==> src/rtl/controle_rpn.sv <==
// RPN operand-stack sequencer: pushes switch values onto a small stack, issues
// binary operations to an external ALU and folds the result back onto the stack.
module controle_rpn #(
    parameter int LARGURA      = 8,
    parameter int PROFUNDIDADE = 4,
    parameter int TIMEOUT      = 16
) (
    input  logic                                  CLOCK,
    input  logic                                  RESET,
    input  logic                                  pulso_enter,
    input  logic                                  pulso_executar,
    input  logic                                  pulso_limpar,
    input  logic [LARGURA-1:0]                    chaves,
    input  logic [2:0]                            seletor_op,
    input  logic [LARGURA-1:0]                    ula_resultado,
    input  logic                                  ula_pronto,
    output logic [LARGURA-1:0]                    operando_a,
    output logic [LARGURA-1:0]                    operando_b,
    output logic [2:0]                            codigo_op,
    output logic                                  ula_valido,
    output logic [LARGURA-1:0]                    topo,
    output logic [$clog2(PROFUNDIDADE+1)-1:0]     profundidade,
    output logic                                  erro,
    output logic                                  ocupado,
    output logic [1:0]                            estado
);

    localparam int PW = $clog2(PROFUNDIDADE + 1);
    localparam int IW = $clog2(PROFUNDIDADE);
    localparam int CW = $clog2(TIMEOUT + 1);

    typedef enum logic [1:0] {OCIOSO, EMITE, AGUARDA, GRAVA} estado_t;

    estado_t              estado_atual, estado_prox;
    logic [LARGURA-1:0]   pilha [PROFUNDIDADE];
    logic [LARGURA-1:0]   resultado;
    logic [CW-1:0]        contador;
    logic                 faz_push, faz_emite, faz_captura, faz_grava, marca_erro;
    logic [IW-1:0]        idx_push, idx_topo, idx_segundo;

    assign idx_push    = IW'(profundidade);
    assign idx_topo    = IW'(profundidade - PW'(1));
    assign idx_segundo = IW'(profundidade - PW'(2));

    // ALU handshake: ula_valido is a one-cycle issue strobe with operands held
    // stable afterwards; ula_pronto is the ALU's single-cycle answer, only
    // honoured while waiting, so stale answers after a clear are dropped.
    assign ula_valido = (estado_atual == EMITE) && !pulso_limpar;
    assign ocupado    = (estado_atual != OCIOSO);
    assign estado     = estado_atual;
    assign topo       = (profundidade == '0) ? '0 : pilha[idx_topo];

    always_ff @(posedge CLOCK or negedge RESET) begin
        if (!RESET) estado_atual <= OCIOSO;
        else        estado_atual <= estado_prox;
    end

    always_comb begin
        estado_prox = estado_atual;
        faz_push    = 1'b0;
        faz_emite   = 1'b0;
        faz_captura = 1'b0;
        faz_grava   = 1'b0;
        marca_erro  = 1'b0;
        if (pulso_limpar) begin
            estado_prox = OCIOSO;
        end else begin
            case (estado_atual)
                OCIOSO: begin
                    if (pulso_executar) begin
                        if (profundidade >= PW'(2)) begin
                            faz_emite   = 1'b1;
                            estado_prox = EMITE;
                        end else begin
                            marca_erro = 1'b1;
                        end
                    end else if (pulso_enter) begin
                        if (profundidade < PW'(PROFUNDIDADE)) faz_push   = 1'b1;
                        else                                  marca_erro = 1'b1;
                    end
                end
                EMITE: estado_prox = AGUARDA;
                AGUARDA: begin
                    if (ula_pronto) begin
                        faz_captura = 1'b1;
                        estado_prox = GRAVA;
                    end else if (contador == CW'(TIMEOUT - 1)) begin
                        marca_erro  = 1'b1;
                        estado_prox = OCIOSO;
                    end
                end
                GRAVA: begin
                    faz_grava   = 1'b1;
                    estado_prox = OCIOSO;
                end
                default: estado_prox = OCIOSO;
            endcase
        end
    end

    always_ff @(posedge CLOCK or negedge RESET) begin
        if (!RESET) begin
            for (int i = 0; i < PROFUNDIDADE; i++) pilha[i] <= '0;
            profundidade <= '0;
            erro         <= 1'b0;
            operando_a   <= '0;
            operando_b   <= '0;
            codigo_op    <= '0;
            resultado    <= '0;
            contador     <= '0;
        end else if (pulso_limpar) begin
            for (int i = 0; i < PROFUNDIDADE; i++) pilha[i] <= '0;
            profundidade <= '0;
            erro         <= 1'b0;
            operando_a   <= '0;
            operando_b   <= '0;
            codigo_op    <= '0;
            resultado    <= '0;
            contador     <= '0;
        end else begin
            if (estado_atual != AGUARDA) contador <= '0;
            else if (!ula_pronto)        contador <= contador + CW'(1);
            if (faz_push) begin
                pilha[idx_push] <= chaves;
                profundidade    <= profundidade + PW'(1);
            end
            if (faz_emite) begin
                operando_a <= pilha[idx_segundo];
                operando_b <= pilha[idx_topo];
                codigo_op  <= seletor_op;
            end
            if (faz_captura) resultado <= ula_resultado;
            // Depth cannot change while an operation is in flight, so these
            // indices still point at the two operands that were issued.
            if (faz_grava) begin
                pilha[idx_segundo] <= resultado;
                pilha[idx_topo]    <= '0;
                profundidade       <= profundidade - PW'(1);
            end
            if (marca_erro) erro <= 1'b1;
        end
    end

endmodule

==> config.mk <==
export PLATFORM = sky130hd
export DESIGN_NAME = controle_rpn
export DESIGN_NICKNAME = d
export VERILOG_FILES = /design/src/rtl/controle_rpn.sv
export SDC_FILE = /design/constraint.sdc
export NUM_CORES = 1
export LEC_CHECK = 0
export BUFFER_PORTS_ARGS = -buffer_cell sky130_fd_sc_hd__buf_2
export CAP_MARGIN = 20
export CORE_AREA = 2 2 85 87
export DETAILED_ROUTE_END_ITERATION = 6
export DIE_AREA = 0 0 87 89
export PLACE_DENSITY = 0.86
export SYNTH_ARGS = -nofsm -noshare
export SYNTH_HDL_FRONTEND = slang
export SYNTH_SLANG_ARGS = --single-unit
==> constraint.sdc <==
create_clock -name CLOCK -period 6.3 [get_ports CLOCK]
set_input_delay 0 -clock CLOCK [delete_from_list [all_inputs] [get_ports CLOCK]]
set_output_delay 0 -clock CLOCK [all_outputs]
set_load 0.1 [all_outputs]
==> flow_summary.json <==
{
  "status": "finished clean",
  "crit_required_ns": 6.30,
  "yosysSeqAreaShare_pct": 43.46,
  "p_per_area_nw_per_um2": 263.2,
  "crit_path_cell_trace": "inv_1 > ha_1 > mux4_2 > nor2b_1 > buf_2",
  "synth_most_common_cell": "dfrtp_1",
  "area_growth_syn_to_layout_pct": 16.18,
  "portBuffers": 59,
  "ir_worst_vdd_v": 0.0002113,
  "yosys-top-cells-area": "dfrtp_1 43%, mux4_2 8.9%, mux2i_1 8.2%, a21oi_1 7.9%, a211oi_1 6.0%",
  "n_antenna_cell": 0,
  "drtIter0Drc": 328,
  "rows": 30,
  "grt_max_degree": 71,
  "pwr-share-comb_pct": 20.5,
  "critPathBufInv": 2,
  "grt_pass1_wl_um": 16190,
  "pwr-share-seq_pct": 39.5,
  "ctsHtreeMaxLevel": 3,
  "p_sw_share_pct": 30.92,
  "synth_compound_area_share_pct": 16.18,
  "ios": 60,
  "clock-sinks": 70,
  "final_antenna_net_count": 0,
  "grt_util_met2_pct": 43.30,
  "synthFlopType": "dfrtp_1",
  "cp_max_fo": 21,
  "cp_top_family": "flip-flops",
  "wire_per_inst_um": 18.10,
  "placed_cells": 522,
  "wl_um": 9953,
  "use_met3_pct": 6.002,
  "total_leakage_power_uw": 0.002237,
  "yosysTopAreaCellShare_pct": 43.46,
  "cp.arrival_ns": 3.35,
  "synthArstFlopShare_pct": 100.0,
  "drv_cap": 0,
  "path_clk_slew_ns": 0.08,
  "relSlewSlack_pct": 33.13,
  "synth-simple-area-share_pct": 14.96,
  "die_w_um": 87,
  "post_cts_buffers": 0,
  "top_usage_layer": "met2",
  "fin_setup_tns_ns": 0,
  "drc": 0,
  "root_buffer": "clkbuf_8",
  "syn_inst": 415,
  "syn_nets": 448,
  "worstMarginPinSlew_ns": 1.003,
  "fin_crit_sh_pct": 53.22,
  "hpwl_um": 6302,
  "drt_pre_antenna_iters": 5,
  "yosys.area_share.adder_pct": 2.484,
  "pwr-share-clk_pct": 40.0,
  "worstSetupEndpointType": "primary output",
  "syn-cell-area_um2": 4030,
  "synth_xor_area_share_pct": 0.8693,
  "antenna_found_initial": 0,
  "track_usage_pct": 27.41,
  "grt_pass1_vias": 3257,
  "max_clock_freq_mhz": 298.3,
  "fin_cells": 550,
  "synth_area_per_cell_um2": 9.711,
  "clkLatencyLatePin_ns": 0.35,
  "layout-drive-gt1-share_pct": 22.13,
  "grt_setup_unrepaired": "false",
  "met1_usage_pct": 36.66,
  "p_switching_uw": 381.0,
  "die_y_um": 89,
  "final-setup-viol-count": 0,
  "start_kind": "flip-flop",
  "die-area_um2": 7743,
  "routed_via_density": 6.182,
  "grt.overflow.total": 0,
  "tritoncts": "yes",
  "muxShareOfSynthArea_pct": 17.14,
  "synth_edf_count": 0,
  "min_path_type": "primary input to flip-flop",
  "synth.top_cells.by_count": "70 x dfrtp_1, 64 x a21oi_1, 53 x nand2_1",
  "cts-buffers-inserted": 9,
  "slowest_stage": "dfrtp_1",
  "fin_crit_ns": 3.353,
  "synth_top_area_cell": "dfrtp_1",
  "coreArea_um2": 6719,
  "worstSetupPathType": "flip-flop to primary output",
  "final_max_slew_viol_count": 0,
  "nets": 498,
  "slowest_delay_ns": 1.00,
  "netlist-cell-type-count": 35,
  "finClkSkew_ns": 0.009170,
  "hold_viol": 0,
  "ys_ff_latch": 70,
  "yosysWarnings": 0,
  "internal_power_uw": 851.3,
  "dr_total_vias": 3400,
  "gp_congestion": 0.9047,
  "cts.path.max_buffers": 2,
  "start_util_pct": 59.98,
  "synth_top_family_by_area": "multiplexers"
}
## path summary, 6_finish.rpt
path / startpoint / endpoint / slack [ns] / cells past startpoint
worst max-delay path: profundidade[0] / topo[1] / 2.95 / 5
worst min-delay path: chaves[0] / pilha[8] / 0.01 / 3
worst max register to register: profundidade[0] / operando_b[2] / 3.35 / 5
worst min register to register: operando_b[4] / operando_b[4] / 0.52 / 2
max in group asynchronous: RESET / contador[2] / 5.33 / 3
min in group asynchronous: RESET / operando_a[6] / 0.39 / 3
## kinds of logic (layout without fill, tap and decap cells)
group,Yosys count,in the layout
AND/OR/NAND/NOR,132,132
multiplexers,49,49
adder cells (fa/ha/maj),8,8
XOR/XNOR,4,4
AO/OA/AOI/OAI,105,105
buffers and inverters,47,102
flip-flops,70,70
## tightest hold or removal path, cell delays in order
cell	delay [ns]
buf_2	0.12
mux2i_1	0.12
a211oi_1	0.08
## state kept, by name, indices dropped and copies added (netlist names)
register      cells
pilha            32
operando_a        8
operando_b        8
resultado         8
contador          5
codigo_op         3
profundidade      3
estado            2
erro              1
## metal layers
metal	up-vias	part of all wire, %
met3	25	6.3
met5	-	0
li1	1573	-
met2	143	47
met4	0	2.5
met1	1659	44
## metrics by stage
step	setup WS, ns	hold WS [ns]	utilization [%]	power [uW]	cell area [um^2]
floorplan	2.454	-0.2956	-	679.0	4030
global placement	3.458	0.2377	63.87	731.5	4292
detailed placement	3.303	0.2470	63.87	738.2	4292
CTS	2.902	0.002976	69.68	1232	4682
global route	2.811	0.005072	69.68	1275	4682
finish	2.947	0.01097	69.68	1232	4682
## power by group through the flow
stage	Combinational, uW	Clock, uW	Sequential (uW)
after global routing	269	516	489
after detailed placement	243	0	495
after floorplan	159	0	520
after CTS	250	496	487
after global placement	238	0	493
final	252	493	487
## layout by cell type (no fill, tap or decap), drive strengths merged, types with 8 or more instances in the layout
cell         count
mux2i           33
inv             14
nand2           54
dfrtp           70
nor2            45
a21oi           64
dlygate4sd3     12
ha               8
buf             61
nor2b           11
mux4            16
clkbuf          11
a211oi          32
nand3           12
## area by class of cell
class / instances / area, um^2
clock buffers: 11 / 141.4
clock inverters: 5 / 128.9
flip-flops and latches: 70 / 1752
fillers: 503 / 2037
multi-input cells: 298 / 2081
inverters: 13 / 48.80
repair buffers: 73 / 430.4
well taps: 80 / 100.1
## what timing repair did
action	in CTS	in global routing
hold buffers	12	0
resized for setup	0	0
hold endpoints to repair	81	0
No activity file was read; power rests on OpenSTA's default activity.
